### config.mk
export PLATFORM = sky130hd
export DESIGN_NAME = allocator_3_rr_flat
export DESIGN_NICKNAME = d
export VERILOG_FILES = /design/src/rtl/noc_alloc_pkg.sv /design/src/rtl/allocator_3_rr_if.sv /design/src/rtl/rr_pick_3.sv /design/src/rtl/allocator_3_rr.sv /design/src/flat_wrapper.sv
export SDC_FILE = /design/constraint.sdc
export NUM_CORES = 1
export LEC_CHECK = 0
export BUFFER_PORTS_ARGS = -buffer_cell sky130_fd_sc_hd__buf_2
export CAP_MARGIN = 25
export CORE_MARGIN = 1
export CORE_UTILIZATION = 50
export CTS_CLUSTER_DIAMETER = 100
export DETAILED_ROUTE_END_ITERATION = 7
export GPL_ROUTABILITY_DRIVEN = 1
export PLACE_DENSITY = 0.82
export SETUP_SLACK_MARGIN = 0.05
export SYNTH_ARGS = -nofsm -noshare
export SYNTH_HDL_FRONTEND = slang
export SYNTH_SLANG_ARGS = --single-unit
### constraint.sdc
create_clock -name i_clk -period 3.9 [get_ports i_clk]
set_clock_uncertainty 0.05 [all_clocks]
set_input_delay 0 -clock i_clk [delete_from_list [all_inputs] [get_ports i_clk]]
set_output_delay 0 -clock i_clk [all_outputs]
set_load 0.1 [all_outputs]
### src/rtl/noc_alloc_pkg.sv
// Shared definitions for the output-port allocator.
//   - N_INPUTS / PTR_W : number of competing input ports and pointer width
//   - state_t          : allocator FSM state (IDLE / LOCKED)
//   - onehot()         : index -> one-hot select vector
//   - ptr_inc()        : round-robin pointer increment with wrap (2 -> 0)
package noc_alloc_pkg;

  localparam int N_INPUTS = 3;
  localparam int PTR_W    = 2;

  typedef enum logic {
    ST_IDLE   = 1'b0,
    ST_LOCKED = 1'b1
  } state_t;

  function automatic logic [N_INPUTS-1:0] onehot(input logic [PTR_W-1:0] idx);
    logic [N_INPUTS-1:0] v;
    v = '0;
    for (int i = 0; i < N_INPUTS; i++) begin
      if (idx == PTR_W'(i)) v[i] = 1'b1;
    end
    return v;
  endfunction

  // Out-of-range pointer values are unreachable; folding them to 0 keeps
  // the arbiter well defined even if one ever appeared.
  function automatic logic [PTR_W-1:0] ptr_inc(input logic [PTR_W-1:0] p);
    if (p >= PTR_W'(N_INPUTS - 1)) return '0;
    return p + 1'b1;
  endfunction

endpackage

### src/rtl/allocator_3_rr_if.sv
// Handshake bundle between the input buffers / crossbar and one output
// allocator.
//   req        : input i has a valid head flit routed to this output
//   flit_valid : input i presents a valid flit (head/body/tail)
//   flit_tail  : the flit presented by input i is a tail
//   out_stall  : downstream cannot accept a flit this cycle
//   mux_sel    : one-hot crossbar select, 0 = no source
//   flit_ack   : flit of input i transferred this cycle (pop its buffer)
//   out_valid  : output flit valid this cycle
//   busy       : output locked to a packet
// Transfer rule: a flit of the granted input moves exactly in a cycle where
// mux_sel selects it, its flit_valid is 1 and out_stall is 0; flit_ack marks
// that cycle. Nothing moves otherwise, and upstream keeps presenting the flit.
interface allocator_3_rr_if;
  import noc_alloc_pkg::*;

  logic [N_INPUTS-1:0] req;
  logic [N_INPUTS-1:0] flit_valid;
  logic [N_INPUTS-1:0] flit_tail;
  logic                out_stall;
  logic [N_INPUTS-1:0] mux_sel;
  logic [N_INPUTS-1:0] flit_ack;
  logic                out_valid;
  logic                busy;

  // Allocator side.
  modport slave (
    input  req, flit_valid, flit_tail, out_stall,
    output mux_sel, flit_ack, out_valid, busy
  );

  // Input-buffer / environment side.
  modport master (
    output req, flit_valid, flit_tail, out_stall,
    input  mux_sel, flit_ack, out_valid, busy
  );

endinterface

### src/rtl/rr_pick_3.sv
// Combinational rotate-priority picker.
//   i_req        : request vector
//   i_ptr        : highest-priority index (values >= N_INPUTS treated as 0)
//   o_gnt_onehot : one-hot winner, 0 when no request
//   o_gnt_idx    : winner index
//   o_any        : at least one request present
// The winner is the first set request found scanning upward from i_ptr,
// wrapping modulo N_INPUTS.
module rr_pick_3
  import noc_alloc_pkg::*;
(
  input  logic [N_INPUTS-1:0] i_req,
  input  logic [PTR_W-1:0]    i_ptr,
  output logic [N_INPUTS-1:0] o_gnt_onehot,
  output logic [PTR_W-1:0]    o_gnt_idx,
  output logic                o_any
);

  logic [PTR_W-1:0] w_base;
  logic [PTR_W:0]   w_cand;

  assign w_base = (i_ptr >= PTR_W'(N_INPUTS)) ? '0 : i_ptr;

  always_comb begin
    o_gnt_onehot = '0;
    o_gnt_idx    = '0;
    o_any        = 1'b0;
    w_cand       = '0;
    for (int k = 0; k < N_INPUTS; k++) begin
      // One extra bit so base+k cannot overflow before the modulo fold.
      w_cand = {1'b0, w_base} + (PTR_W+1)'(k);
      if (w_cand >= (PTR_W+1)'(N_INPUTS)) w_cand = w_cand - (PTR_W+1)'(N_INPUTS);
      if (!o_any && i_req[w_cand[PTR_W-1:0]]) begin
        o_any        = 1'b1;
        o_gnt_idx    = w_cand[PTR_W-1:0];
        o_gnt_onehot = onehot(w_cand[PTR_W-1:0]);
      end
    end
  end

endmodule

### src/rtl/allocator_3_rr.sv
// Wormhole output-port allocator for one switch output shared by 3 inputs.
//   i_clk       : clock, rising edge
//   i_rst       : asynchronous active-high reset
//   bus         : allocator_3_rr_if.slave handshake bundle
//   o_dbg_state : current FSM state
//   o_dbg_ptr   : current round-robin pointer
// In IDLE a round-robin pick among head-flit requests is registered into
// mux_sel (1-cycle arbitration latency). In LOCKED the granted input owns
// the output until its tail flit is actually transferred; only then is the
// lock dropped and the pointer moved past the releasing input. Requests are
// ignored while locked, so a packet is never preempted.
module allocator_3_rr
  import noc_alloc_pkg::*;
(
  input  logic                  i_clk,
  input  logic                  i_rst,
  allocator_3_rr_if.slave       bus,
  output state_t                o_dbg_state,
  output logic [PTR_W-1:0]      o_dbg_ptr
);

  state_t              r_state,   w_state_nxt;
  logic [N_INPUTS-1:0] r_mux_sel, w_mux_sel_nxt;
  logic [PTR_W-1:0]    r_ptr,     w_ptr_nxt;
  logic [PTR_W-1:0]    r_gnt_idx, w_gnt_idx_nxt;

  logic [N_INPUTS-1:0] w_pick_onehot;
  logic [PTR_W-1:0]    w_pick_idx;
  logic                w_pick_any;

  logic                w_locked;
  logic                w_sel_valid;
  logic                w_sel_tail;
  logic                w_xfer;
  logic                w_release;

  rr_pick_3 u_pick (
    .i_req        (bus.req),
    .i_ptr        (r_ptr),
    .o_gnt_onehot (w_pick_onehot),
    .o_gnt_idx    (w_pick_idx),
    .o_any        (w_pick_any)
  );

  // mux_sel is zero outside LOCKED, so masking with it selects the granted
  // input's flit_valid / flit_tail.
  assign w_locked    = (r_state == ST_LOCKED);
  assign w_sel_valid = |(bus.flit_valid & r_mux_sel);
  assign w_sel_tail  = |(bus.flit_tail  & r_mux_sel);
  assign w_xfer      = w_locked & w_sel_valid & ~bus.out_stall;
  assign w_release   = w_xfer & w_sel_tail;

  always_comb begin
    w_state_nxt   = r_state;
    w_mux_sel_nxt = r_mux_sel;
    w_ptr_nxt     = r_ptr;
    w_gnt_idx_nxt = r_gnt_idx;
    case (r_state)
      ST_IDLE: begin
        if (w_pick_any) begin
          w_state_nxt   = ST_LOCKED;
          w_mux_sel_nxt = w_pick_onehot;
          w_gnt_idx_nxt = w_pick_idx;
        end
      end
      ST_LOCKED: begin
        if (w_release) begin
          w_state_nxt   = ST_IDLE;
          w_mux_sel_nxt = '0;
          w_ptr_nxt     = ptr_inc(r_gnt_idx);
        end
      end
      default: begin
        w_state_nxt   = ST_IDLE;
        w_mux_sel_nxt = '0;
        w_ptr_nxt     = '0;
      end
    endcase
  end

  always_ff @(posedge i_clk or posedge i_rst) begin
    if (i_rst) begin
      r_state   <= ST_IDLE;
      r_mux_sel <= '0;
      r_ptr     <= '0;
      r_gnt_idx <= '0;
    end else begin
      r_state   <= w_state_nxt;
      r_mux_sel <= w_mux_sel_nxt;
      r_ptr     <= w_ptr_nxt;
      r_gnt_idx <= w_gnt_idx_nxt;
    end
  end

  assign bus.mux_sel   = r_mux_sel;
  assign bus.out_valid = w_locked & w_sel_valid;
  assign bus.flit_ack  = (w_locked && !bus.out_stall) ? (bus.flit_valid & r_mux_sel) : '0;
  assign bus.busy      = w_locked;

  assign o_dbg_state = r_state;
  assign o_dbg_ptr   = r_ptr;

endmodule
### src/flat_wrapper.sv
// flat-port wrapper written by rule: the top's interface ports become plain ports
module allocator_3_rr_flat import noc_alloc_pkg::*;
  (i_clk, i_rst, o_dbg_state, o_dbg_ptr, bus_req, bus_flit_valid, bus_flit_tail, bus_out_stall, bus_mux_sel, bus_flit_ack, bus_out_valid, bus_busy);
  allocator_3_rr_if bus_i ();
  input  logic i_clk;
  input  logic i_rst;
  output state_t o_dbg_state;
  output logic [PTR_W-1:0] o_dbg_ptr;
  input wire logic [$bits(bus_i.req)-1:0] bus_req;
  input wire logic [$bits(bus_i.flit_valid)-1:0] bus_flit_valid;
  input wire logic [$bits(bus_i.flit_tail)-1:0] bus_flit_tail;
  input wire logic [$bits(bus_i.out_stall)-1:0] bus_out_stall;
  output wire logic [$bits(bus_i.mux_sel)-1:0] bus_mux_sel;
  output wire logic [$bits(bus_i.flit_ack)-1:0] bus_flit_ack;
  output wire logic [$bits(bus_i.out_valid)-1:0] bus_out_valid;
  output wire logic [$bits(bus_i.busy)-1:0] bus_busy;
  assign bus_i.req = bus_req;
  assign bus_i.flit_valid = bus_flit_valid;
  assign bus_i.flit_tail = bus_flit_tail;
  assign bus_i.out_stall = bus_out_stall;
  assign bus_mux_sel = bus_i.mux_sel;
  assign bus_flit_ack = bus_i.flit_ack;
  assign bus_out_valid = bus_i.out_valid;
  assign bus_busy = bus_i.busy;
  allocator_3_rr u_core (.i_clk(i_clk), .i_rst(i_rst), .bus(bus_i), .o_dbg_state(o_dbg_state), .o_dbg_ptr(o_dbg_ptr));
endmodule
# Yosys cells after proc, flatten, opt, wreduce, memory -nomap -nowiden

Cells that the tools add are included.

Bits of input ports: 12
Logic and storage cells: 87
Output and inout port bits: 11
Register bits: 8

Equal/unequal tests: 8
Reduce and logical (&&, ||, !) cells: 14
Bitwise operators: 7
Order comparisons: 8
Add/subtract/negate cells: 6
Multiplexer cells: 40

Operator list:

| cell                                                                                | number |
|---|---|
| 1-bit two-way mux                                                                   | 20 |
| 2-bit two-way mux                                                                   | 9 |
| 3-bit two-way mux                                                                   | 6 |
| 2-bit by 3-bit < comparator with 1-bit output, second input constant                | 3 |
| 3-bit AND                                                                           | 2 |
| 1-bit binary-select mux with 2-bit select                                           | 3 |
| 2-bit by 1-bit == test with 1-bit output, second input constant                     | 3 |
| 2-bit == test, second input constant                                                | 3 |
| 2-bit greater-or-equal comparator, second input constant                            | 3 |
| 3-bit by 2-bit greater-or-equal comparator with 1-bit output, second input constant | 2 |
| 2-bit zero test                                                                     | 3 |
| 3-bit one-hot mux with 2 select lines                                               | 1 |
| 2-bit AND reduction                                                                 | 3 |
| 3-bit OR reduction                                                                  | 2 |
| 2-bit subtractor, second input constant                                             | 3 |
| 2-bit inequality test, second input constant                                        | 2 |
| 2-bit by 1-bit adder with 3-bit output, second input constant                       | 1 |
| 2-bit by 2-bit adder with 3-bit output, second input constant                       | 1 |
| 1-bit AND                                                                           | 3 |
| 1-bit logical AND                                                                   | 3 |
| 1-bit zero test                                                                     | 3 |
| 2-bit by 1-bit adder with 2-bit output, second input constant                       | 1 |
| 1-bit NOT                                                                           | 2 |
| 1-bit one-hot mux with 2 select lines                                               | 1 |

# Logic depth before layout (Yosys ltp)

Gate-level depths: netlist (run 1).

Depth in word-level cells: 15
Depth in mapped cells: 8
Gate-level depth less buffers: 7

# Modules after synthesis

From an unflattened synthesis (run 1), not the netlist that was laid out.

Cell total of the unflattened synthesis: 89
Area total of the unflattened synthesis: 774.5 um2

By module, submodules not included:

| module         | sequential area each (um2) | area each (um2) | cells each | instances |
|---|---|---|---|---|
| allocator_3_rr | 200.2                      | 392.9           | 37         | 1 |
| rr_pick_3      | 0.0                        | 381.6           | 52         | 1 |

# Least setup slack after synthesis (run 1)

No wires, ideal clock.

Kind: register to register
Start point: reg u_core.r_ptr[0], in the netlist u_core.o_dbg_ptr[0]
End point: reg u_core.r_gnt_idx[1]
Arrival: 2.466 ns
Setup time: 0.121 ns
Required time: 3.729 ns
Stages on the path, launching flop included: 9
Buffers on the path: 1
Path slack: 1.263 ns
Period minus slack after synthesis: 2.637 ns
Path through: dfrtp_1 -> inv_1 -> ha_1 -> buf_2 -> a22o_1 -> a211o_1 -> a22oi_4 -> a21oi_1 -> a22o_1

Cells in the longest elaborated chain, start to end: 14
Elaborated cells between the ends (all ways): 30
Classes of those cells: add/sub (5); order compare (4); mux (16); reduce/logical (5)

RTL lines:

| item                                                                                            | line                 | text |
|---|---|---|
| from (decl)                                                                                     | allocator_3_rr.sv:24 | `logic [PTR_W-1:0] r_ptr, w_ptr_nxt;` |
| from (signal assigned)                                                                          | allocator_3_rr.sv:90 | `r_ptr <= w_ptr_nxt;` |
| 2-bit greater-or-equal comparator                                                               | rr_pick_3.sv:22      | `assign w_base = (i_ptr >= PTR_W'(N_INPUTS)) ? '0 : i_ptr;` |
| 2-bit two-way mux *                                                                             | rr_pick_3.sv:22      |  |
| parallel branches: the longest is 12 deep, another holds 2-bit by 1-bit adder with 3-bit output | -                    |  |
| to (signal assigned)                                                                            | allocator_3_rr.sv:91 | `r_gnt_idx <= w_gnt_idx_nxt;` |
| to (decl)                                                                                       | allocator_3_rr.sv:25 | `logic [PTR_W-1:0] r_gnt_idx, w_gnt_idx_nxt;` |

Every way passes the cells marked *. The select of a mux whose other input is x is not followed.
A chain may end at the register's enable or synchronous reset.

# Worst setup path after layout (run 1)

Start point: reg u_core.r_ptr[0], in the netlist u_core.o_dbg_ptr[0]
End point: reg u_core.r_mux_sel[0], in the netlist u_core.bus.mux_sel[0]

Cells in the longest elaborated chain, start to end: 15
Elaborated cells between the ends (all ways): 39
Classes of those cells: add/sub (5); order compare (4); eq/ne (1); mux (21); reduce/logical (8)

RTL lines:

| item                                                                                            | line                 | text |
|---|---|---|
| 2-bit greater-or-equal comparator                                                               | rr_pick_3.sv:22      |  |
| 2-bit two-way mux *                                                                             | rr_pick_3.sv:22      |  |
| parallel branches: the longest is 13 deep, another holds 2-bit by 1-bit adder with 3-bit output | -                    |  |
| to (signal assigned)                                                                            | allocator_3_rr.sv:89 | `r_mux_sel <= w_mux_sel_nxt;` |
| to (decl)                                                                                       | allocator_3_rr.sv:23 | `logic [N_INPUTS-1:0] r_mux_sel, w_mux_sel_nxt;` |

Marks and branches as above.

==> results of run 1 <==
metal layers:
layer | vias up | global-route usage, % | routed length, um
li1 | 349 | - | -
met1 | 330 | 27.8 | 702
met2 | 33 | 42.7 | 801
met3 | 8 | 7.78 | 128
met4 | 0 | 12.1 | 41
met5 | - | 0 | 0
cells by family after synthesis:
group                      Yosys count
and+or+nand+nor                     33
AOI/OAI and AO/OA                   24
buffers and inverters               10
DFF                                  8
adders and majority gates            4
muxes                                3
registers in the layout, indices dropped and copies added (netlist names):
name and cells:
u_core.o_dbg_ptr 2, u_core.bus.mux_sel 3, u_core.bus.busy 1, u_core.r_gnt_idx 2
per-stage QoR:
| step | cells | setup slack [ps] | hold WS (ps) | utilization, % | cell area (um2) |
|---|---|---|---|---|---|
| after floorplan | 82 | 1260 | -234 | - | 719 |
| after CTS | 118 | 1660 | 184 | 64.4 | 848 |
| after global routing | 118 | 1510 | 203 | 64.4 | 848 |
| final | 118 | 1650 | 188 | 64.4 | 848 |
| after global placement | 114 | 1740 | -91.7 | 61.9 | 816 |
| after detailed placement | 114 | 1660 | -90.7 | 61.9 | 816 |
worst max path at each step:
stage,end,start,depth (start not counted),slack [ps]
floorplan,u_core.r_gnt_idx[1]$_DFFE_PP0P_,u_core.o_dbg_ptr[0]$_DFFE_PP0P_,8,1260
global placement,u_core.bus.mux_sel[0]$_DFFE_PP0P_,u_core.o_dbg_ptr[0]$_DFFE_PP0P_,7,1740
detailed placement,u_core.bus.mux_sel[0]$_DFFE_PP0P_,u_core.o_dbg_ptr[0]$_DFFE_PP0P_,7,1660
CTS,u_core.bus.mux_sel[0]$_DFFE_PP0P_,u_core.o_dbg_ptr[0]$_DFFE_PP0P_,7,1660
global route,u_core.bus.mux_sel[0]$_DFFE_PP0P_,u_core.o_dbg_ptr[0]$_DFFE_PP0P_,7,1510
finish,u_core.bus.mux_sel[0]$_DFFE_PP0P_,u_core.o_dbg_ptr[0]$_DFFE_PP0P_,7,1650
worst max-delay path: stages, from the launching register on:
cell      delay, ps
dfrtp_1         400
inv_1            80
ha_1            510
and4bb_1        240
a31oi_2         190
o21ai_2         100
a221o_1         360
a32o_1          200
final cells by class:
class	instances	area, um2	share of cell area, %
clock buffer	3	22.5	2.65
inverter	5	18.8	2.21
multi-input combinational	64	468	55.2
sequential	8	200	23.6
tap	15	18.8	2.21
timing repair buffer	23	120	14.2
cells in the final DEF (no fill, tap or decap), types with 3 or more instances in the layout:
cell / synthesis / layout
buf_2: 2 / 22
nand2_1: 12 / 12
dfrtp_1: 8 / 8
nor2_1: 7 / 7
inv_1: 5 / 5
o31ai_1: 4 / 4
ha_1: 4 / 4
mux2i_1: 3 / 3
a21oi_1: 3 / 3
clkbuf_4: 0 / 3
==> qor.csv, run 1 <==
stage;metric;value;unit
cts;cts.clk_slew.worst_paths;60;ps
setup_path;start_kind;flop;
floorplan;dieArea;0.00159;mm2
yosys;synthCells;82;
detailed_routing;num_vias;720;
worst_hold_path;hp-class;in2async;
yosys;ys_seq_area_share;27.8;%
detailed_routing;drt_iter0_drc;33;
timing;timing.fmax;445;MHz
timing;post-route-period-util;57.6;%
timing;fin_crit;2250;ps
yosys;synth_xor_area_share;0;%
detailed_routing;drt_first_pass_iters;4;
yosys;synthDistinctLibCells;38;
timing;worst_slew_pin_slew;492;ps
global_routing;grt_use_total;25.0;%
cts;cts.repair.resized;0;
yosys;avgSynthCellArea;8.77;um2
timing;setup_tns;0;ps
yosys;yosys-top-cells-count;nand2_1 (12), dfrtp_1 (8), nor2_1 (7);
detailed_routing;ant_nets;0;
floorplan;initial_core_util;54.6;%
floorplan;die_h;39.9;um
detailed_routing;wl_per_cell;14.2;um
final_layout;fillers;121;
timing;hold_viol_final;0;
yosys;synth_top_family_by_area;compound AO/OA/AOI/OAI gates;
timing;slew_headroom;67.2;%
final_layout;final_nets;121;
detailed_routing;viasPerCell;6.10;
placed_design;dp_hpwl;1260;um
setup_path;critPathArrivalTime;2340;ps
cts;cts_root_buffer;clkbuf_4;
cts;clock_path_buffers;2;
yosys;synth_area_leader_cell;dfrtp_1;
yosys;netlist_area;719;um2
floorplan;die_x;39.9;um
cts;cts_hold_buf;1;
outcome;status;completed;
global_routing;gr-total-overflow;0;
yosys;synth-edff-count;0;
yosys;yosys.area_share.simple;24.2;%
global_routing;grt_pass1_wl;2610;um
yosys;yosys_most_used_dff;dfrtp_1;
yosys;yosysMostFrequentCell;nand2_1;
yosys;muxShareOfSynthArea;4.17;%
yosys;yosys.area.top_type_share;27.8;%
timing;rsz0062_at_grt;no;
placed_design;portBuffers;22;
cts;cts_tree;built;
cts;cts_sinks;8;
final_layout;final_layout_size_suffix_gt1_share;32.0;%
cts;cts_setup_buffers;0;
yosys;ys_warn_count;0;
setup_path;cp.required;4000;ps
setup_path;r2r-end;u_core.bus.mux_sel[0]$_DFFE_PP0P_;
floorplan;core;0.00132;mm2
global_routing;grt_pass1_vias;637;
timing;slew_violations;0;
yosys;ys_top_cells_by_area;dfrtp_1 (28%), ha_1 (7.0%), nand2_1 (6.3%);
yosys;synth_compound_area_share;29.7;%
floorplan;io_pins;23;
placed_design;place_congestion;0.779;
yosys;synthArstFlopShare;100;%
run;drv_cap;0;
final_layout;num_antenna_cells;0;
global_routing;grt_max_degree;12;
cts;cts_max_level;1;
timing;setup-violations-final;0;
setup_path;r2r_cells;7;
yosys;syn_nets;98;
final_layout;area_growth;17.9;%
yosys;synthAdderAreaFrac;6.96;%
setup_path;crit_path_max_fanout;11;
detailed_routing;drcViolationCount;0;
setup_path;critical_path_class;reg2reg;
cts;insertion_delay;260;ps
floorplan;num_rows;13;
detailed_routing;wl;1670;um
setup_path;ff2ff_setup_slack;1650;ps
cts;cts_buffers;3;
setup_path;end_kind;flop;
yosys;ys_seq_elements;8;
setup_path;worst_r2r_startpoint;u_core.o_dbg_ptr[0]$_DFFE_PP0P_;
global_routing;antenna_found_initial;0;
Power of run 1 is left out: the tool's default activity adds up to more than one toggle a clock period on the data nets, which glitch-free logic cannot reach.
==> inputs of run 2 (changes only) <==
ABC_AREA = 1   (was not set)
CORE_ASPECT_RATIO = 1.2   (was not set)
CORE_UTILIZATION = 45   (was 50)
PLACE_DENSITY = 0.77   (was 0.82)
clock period = 2.06 ns   (was 3.9 ns; I/O delays follow)
==> run 2 against run 1 <==
  * Register-to-register slack worse by 1400 ps
  * Die area is 20% higher
  * Non-clock buffer count unchanged
  * Critical endpoint unchanged
  * Core utilization is 6.0 points lower
==> qor.csv, run 2 <==
stage;metric;value;unit;change
outcome;status;completed;;
global_routing;grtUsageMet2;37.1;%;-5.6 points
cts;cts_root_buffer;clkbuf_4;;
global_routing;grt_pass1_vias;689;;+8.2%
detailed_routing;wl_per_cell;11.5;um;-19%
yosys;synthCells;117;;+43%
cts;cts_tree;built;;
detailed_routing;wl;1840;um;+9.9%
floorplan;dieArea;0.00191;mm2;+20%
detailed_routing;drt_first_pass_iters;5;;+1
floorplan;die_x;40.0;um;+0.24%
yosys;synthArstFlopShare;100;%;unchanged
timing;worst_slew_pin_slew;489;ps;-3.19 ps
setup_path;crit_path_max_fanout;9;;-2
timing;slew_headroom;67.6;%;+0.44 points
yosys;synth-edff-count;0;;unchanged
global_routing;gr-total-overflow;0;;unchanged
floorplan;die_h;47.6;um;+19%
placed_design;dp_hpwl;1460;um;+16%
global_routing;grt_util_met1;28.2;%;+0.46 points
final_layout;final_nets;159;;+31%
yosys;ys_top_cells_by_area;dfrtp_1 (26%), nand3_1 (21%), nand2_1 (15%);;
worst_hold_path;hp-class;in2reg;;
cts;clock_path_buffers;2;;unchanged
timing;post-route-period-util;89.4;%;+32 points
detailed_routing;ant_nets;0;;unchanged
final_layout;mostFrequentLayoutCells;nand2_1 (32), nand3_1 (32), buf_2 (22);;
final_layout;multi_input_area;507;um2;+8.3%
final_layout;final_layout_size_suffix_gt1_share;33.1;%;+1.1 points
floorplan;num_rows;16;;+3
global_routing;busiest_layer;met2;;
cts;insertion_delay;260;ps;about the same
global_routing;grt_max_degree;10;;-2
final_layout;largest_reg_flops;3;;unchanged
timing;rsz0062_at_grt;no;;
final_layout;num_antenna_cells;0;;unchanged
global_routing;use_met3;3.26;%;-4.5 points
timing;fin_crit;1840;ps;-405 ps
setup_path;start_kind;flop;;
yosys;synthDistinctLibCells;18;;-53%
run;drv_cap;0;;unchanged
placed_design;place_congestion;0.849;;+9.0%
timing;hold_viol_final;0;;unchanged
setup_path;cp.required;2150;ps;-1850 ps
floorplan;io_pins;23;;unchanged
cts;cts.repair.resized;0;;unchanged
detailed_routing;drcViolationCount;0;;unchanged
placed_design;portBuffers;22;;unchanged
floorplan;initial_core_util;48.1;%;-6.5 points
cts;cts_buffers;3;;unchanged
timing;setup-violations-final;0;;unchanged
cts;cts.clk_slew.worst_paths;60;ps;about the same
yosys;yosys_most_used_dff;dfrtp_1;;
cts;cts_max_level;1;;unchanged
timing;timing.fmax;543;MHz;+22%
final_layout;fillers;156;;+29%
global_routing;antenna_found_initial;0;;unchanged
setup_path;critPathArrivalTime;1930;ps;-410 ps
yosys;ys_seq_elements;8;;unchanged
timing;setup_tns;0;ps;unchanged
final_layout;area_growth;21.3;%;
detailed_routing;drt_iter0_drc;46;;+39%
setup_path;critical_path_class;reg2reg;;
cts;cts_sinks;8;;unchanged
final_layout;seqCellArea;205;um2;+2.5%
yosys;netlist_area;781;um2;+8.5%
yosys;ys_warn_count;0;;unchanged
yosys;yosys-top-cells-count;nand2_1 (32), nand3_1 (32), inv_1 (10);;
detailed_routing;num_vias;852;;+18%
global_routing;grt_use_total;22.6;%;-2.4 points
timing;slew_violations;0;;unchanged
yosys;synth_area_leader_cell;dfrtp_1;;
yosys;ys_seq_area_share;25.6;%;-2.2 points
global_routing;grt_pass1_wl;2890;um;+11%
yosys;syn_nets;133;;+36%
yosys;avgSynthCellArea;6.67;um2;-24%
detailed_routing;viasPerCell;5.33;;-13%
floorplan;core;0.00162;mm2;+23%
yosys;yosys.area.top_type_share;25.6;%;-2.2 points
setup_path;end_kind;flop;;
run 2: cell types whose count changed after synthesis, moves of 3 or more:
cell / delta
a21oi_1: -3
inv_1: +5
nand3_1: +30
nand2_1: +20
nand2_2: +4
nand3_4: +3
inv_2: +6
mux2i_1: -3
run 2: critical path, cell delays in order (launching register included):
cell and delay (ps):
dfrtp_4 430, inv_1 70, ha_1 460, inv_4 90, nand2_1 70, nand3_1 70
nand2_2 130, nand2_2 70, inv_2 70, nand3_1 70, nand3_1 80, nand2_1 60
run 2: routing by layer:
metal / share of wire [%] / routed length, um
met5: 0 / 0
met4: 2.0 / 36
met3: 4.8 / 88
met2: 50 / 925
met1: 43 / 791
run 2: cell type report:
| class | instances | area share (%) |
|---|---|---|
| well taps | 18 | 2.38 |
| repair buffers | 23 | 12.7 |
| inverters | 17 | 7.00 |
| multi-input cells | 90 | 53.5 |
| clock buffers | 4 | 2.77 |
| flip-flops and latches | 8 | 21.7 |
run 2: logic make-up after synthesis:
logic type	synth area share (%)
AND/OR/NAND/NOR	51.8
buffers and inverters	10.4
flip-flops	25.6
AO/OA/AOI/OAI	5.77
adder cells (fa/ha/maj)	6.41
run 2: timing repair:
item,CTS,global route
hold buffers,1,0
buffers inserted,0,0
endpoints found under the hold margin,8,0
run 2: worst paths after layout:
| kind | start | end | slack (ps) | cells past startpoint |
|---|---|---|---|---|
| max in group asynchronous | i_rst | u_core.o_dbg_ptr[0]$_DFFE_PP0P_ | 1530 | 3 |
| hold / removal | bus_req[1] | u_core.r_gnt_idx[0]$_DFFE_PP0P_ | 140 | 5 |
| min in group asynchronous | i_rst | u_core.r_gnt_idx[1]$_DFFE_PP0P_ | 180 | 3 |
| setup reg to reg | u_core.o_dbg_ptr[0]$_DFFE_PP0P_ | u_core.bus.mux_sel[0]$_DFFE_PP0P_ | 220 | 11 |
| hold reg to reg | u_core.r_gnt_idx[0]$_DFFE_PP0P_ | u_core.o_dbg_ptr[0]$_DFFE_PP0P_ | 430 | 1 |
| setup / recovery | u_core.o_dbg_ptr[0]$_DFFE_PP0P_ | u_core.bus.mux_sel[0]$_DFFE_PP0P_ | 220 | 11 |
run 2: per-stage QoR:
stage / cells / setup slack [ps] / hold WS (ps) / instance area [um2] / utilization [%]
after floorplan: 117 / -157 / -234 / 793 / -
after global placement: 155 / 267 / -101 / 911 / 56.2
after detailed placement: 155 / 237 / -97.7 / 911 / 56.2
after CTS: 160 / 219 / 137 / 947 / 58.4
after global routing: 160 / 76.7 / 183 / 947 / 58.4
final: 160 / 217 / 138 / 947 / 58.4
Power of run 2 is left out for the same reason.
==> inputs of run 3 (changes only) <==
ABC_AREA = 0   (was 1)
CAP_MARGIN = 30   (was 25)
CORE_UTILIZATION = 44   (was 45)
PLACE_DENSITY = 0.76   (was 0.77)
==> run 3 against run 2 <==
  * Critical path depth is 5 lower
  * Worst setup slack worse by 150 ps
  * Core utilization is 7.8 points higher
  * Global-route usage is 0.53 points higher
  * Critical endpoint unchanged
==> qor.csv, run 3 (synthesis results as in run 1) <==
stage;metric;value;unit;change
placed_design;portBuffers;22;;unchanged
cts;clock_path_buffers;2;;unchanged
detailed_routing;drt_first_pass_iters;4;;-1
setup_path;r2r_cells;6;;-5
detailed_routing;wl_per_cell;14.6;um;+27%
placed_design;place_congestion;0.827;;-2.5%
timing;timing.fmax;502;MHz;-7.5%
cts;insertion_delay;250;ps;about the same
setup_path;ff2ff_setup_slack;70;ps;-150 ps
placed_design;dp_hpwl;1460;um;about the same
setup_path;end_kind;flop;;
timing;post-route-period-util;96.7;%;+7.2 points
floorplan;io_pins;23;;unchanged
global_routing;grt_pass1_wl;2880;um;-0.48%
worst_hold_path;hp-class;in2async;;
timing;slew_violations;0;;unchanged
global_routing;antenna_found_initial;0;;unchanged
final_layout;layout_commonest_cell;buf_2;;
cts;cts_max_level;1;;unchanged
setup_path;r2r-end;u_core.bus.mux_sel[0]$_DFFE_PP0P_;;
floorplan;core;0.00148;mm2;-8.6%
run;drv_cap;0;;unchanged
cts;cts_root_buffer;clkbuf_4;;
floorplan;initial_core_util;48.5;%;+0.38 points
detailed_routing;num_vias;737;;-13%
final_layout;num_antenna_cells;0;;unchanged
timing;fin_crit;1990;ps;+149 ps
outcome;status;completed;;
detailed_routing;drcViolationCount;0;;unchanged
final_layout;mostFrequentLayoutCells;buf_2 (22), nand2_1 (11), buf_4 (6);;
timing;setup-violations-final;0;;unchanged
floorplan;num_rows;15;;-1
setup_path;critPathArrivalTime;2070;ps;+140 ps
timing;slew_headroom;67.7;%;+0.074 points
setup_path;worst_r2r_startpoint;u_core.o_dbg_ptr[1]$_DFFE_PP0P_;;
detailed_routing;viasPerCell;5.85;;+9.8%
detailed_routing;drt_iter0_drc;11;;-76%
timing;rsz0062_at_grt;yes;;
final_layout;fillers;124;;-21%
detailed_routing;wl;1830;um;-0.33%
floorplan;dieArea;0.00180;mm2;-5.5%
global_routing;grt_use_total;23.2;%;+0.53 points
cts;cts_sinks;8;;unchanged
floorplan;die_h;46.3;um;-2.8%
cts;cts.clk_slew.worst_paths;60;ps;about the same
timing;whs;181;ps;+43.2 ps
final_layout;final_layout_size_suffix_gt1_share;52.3;%;+19 points
global_routing;grt_pass1_vias;653;;-5.2%
timing;worst_slew_pin_slew;488;ps;-1.12 ps
setup_path;critical_path_class;reg2reg;;
final_layout;area_growth;36.5;%;
detailed_routing;ant_nets;0;;unchanged
cts;cts_buffers;3;;unchanged
final_layout;final_nets;127;;-20%
timing;hold_viol_final;0;;unchanged
global_routing;grt_max_degree;10;;unchanged
floorplan;die_x;38.9;um;-2.8%
final_layout;largest_reg_flops;3;;unchanged
setup_path;start_kind;flop;;
setup_path;cp.required;2130;ps;-20 ps
cts;cts_tree;built;;
setup_path;crit_path_max_fanout;5;;-4
global_routing;gr-total-overflow;0;;unchanged
-- run 3: how the worst max path moves through the flow --
stage                                          startpoint                                end  slack, ps  depth (start not counted)
after floorplan           u_core.o_dbg_ptr[1]$_DFFE_PP0P_  u_core.bus.mux_sel[0]$_DFFE_PP0P_        -70                          8
after global placement    u_core.o_dbg_ptr[1]$_DFFE_PP0P_  u_core.bus.mux_sel[0]$_DFFE_PP0P_        110                          6
after detailed placement  u_core.o_dbg_ptr[1]$_DFFE_PP0P_    u_core.r_gnt_idx[1]$_DFFE_PP0P_         90                          7
after CTS                 u_core.o_dbg_ptr[1]$_DFFE_PP0P_    u_core.r_gnt_idx[1]$_DFFE_PP0P_         80                          7
after global routing      u_core.o_dbg_ptr[0]$_DFFE_PP0P_    u_core.r_gnt_idx[1]$_DFFE_PP0P_          5                          7
final                     u_core.o_dbg_ptr[1]$_DFFE_PP0P_  u_core.bus.mux_sel[0]$_DFFE_PP0P_         70                          6
-- run 3: metal layers --
metal / vias to the layer above / wire length (um) / GRT usage, %
li1: 354 / - / -
met1: 340 / 698 / 27.8
met2: 35 / 965 / 40.0
met3: 8 / 91 / 2.90
met4: 0 / 79 / 11.0
met5: - / 0 / 0
-- run 3: layout make-up --
cell class / instances / area (um2) / share of cell area, %
Multi-Input combinational cell: 64 / 539 / 54.9
Sequential cell: 8 / 213 / 21.7
Timing Repair Buffer: 29 / 165 / 16.8
Clock buffer: 3 / 22.5 / 2.29
Inverter: 5 / 21.3 / 2.17
Tap cell: 17 / 21.3 / 2.17
-- run 3: repair_timing --
action / 4_1_cts / 5_1_grt
hold buffers: 1 / 0
setup endpoints to repair: 0 / 4
hold endpoints to repair: 8 / 0
gates resized for setup: 0 / 3
buffers inserted: 0 / 3
-- run 3: per-stage QoR --
step / setup WS, ps / TNS [ps] / cell area, um2 / instances / utilization, %
floorplan: -67.2 / -142 / 808 / 82 / -
global placement: 113 / 0 / 917 / 119 / 61.9
detailed placement: 94.2 / 0 / 917 / 119 / 61.9
CTS: 75.6 / 0 / 950 / 123 / 64.1
global route: 4.52 / 0 / 982 / 126 / 66.2
finish: 68.2 / 0 / 982 / 126 / 66.2
-- run 3: critical path: stages (launching register included) --
cell and delay (ps):
dfrtp_4 520, ha_4 290, and4bb_1 200, a31oi_4 170, o21ai_2 110, a221o_1 320, a32o_1 200
Power of run 3 is left out for the same reason.
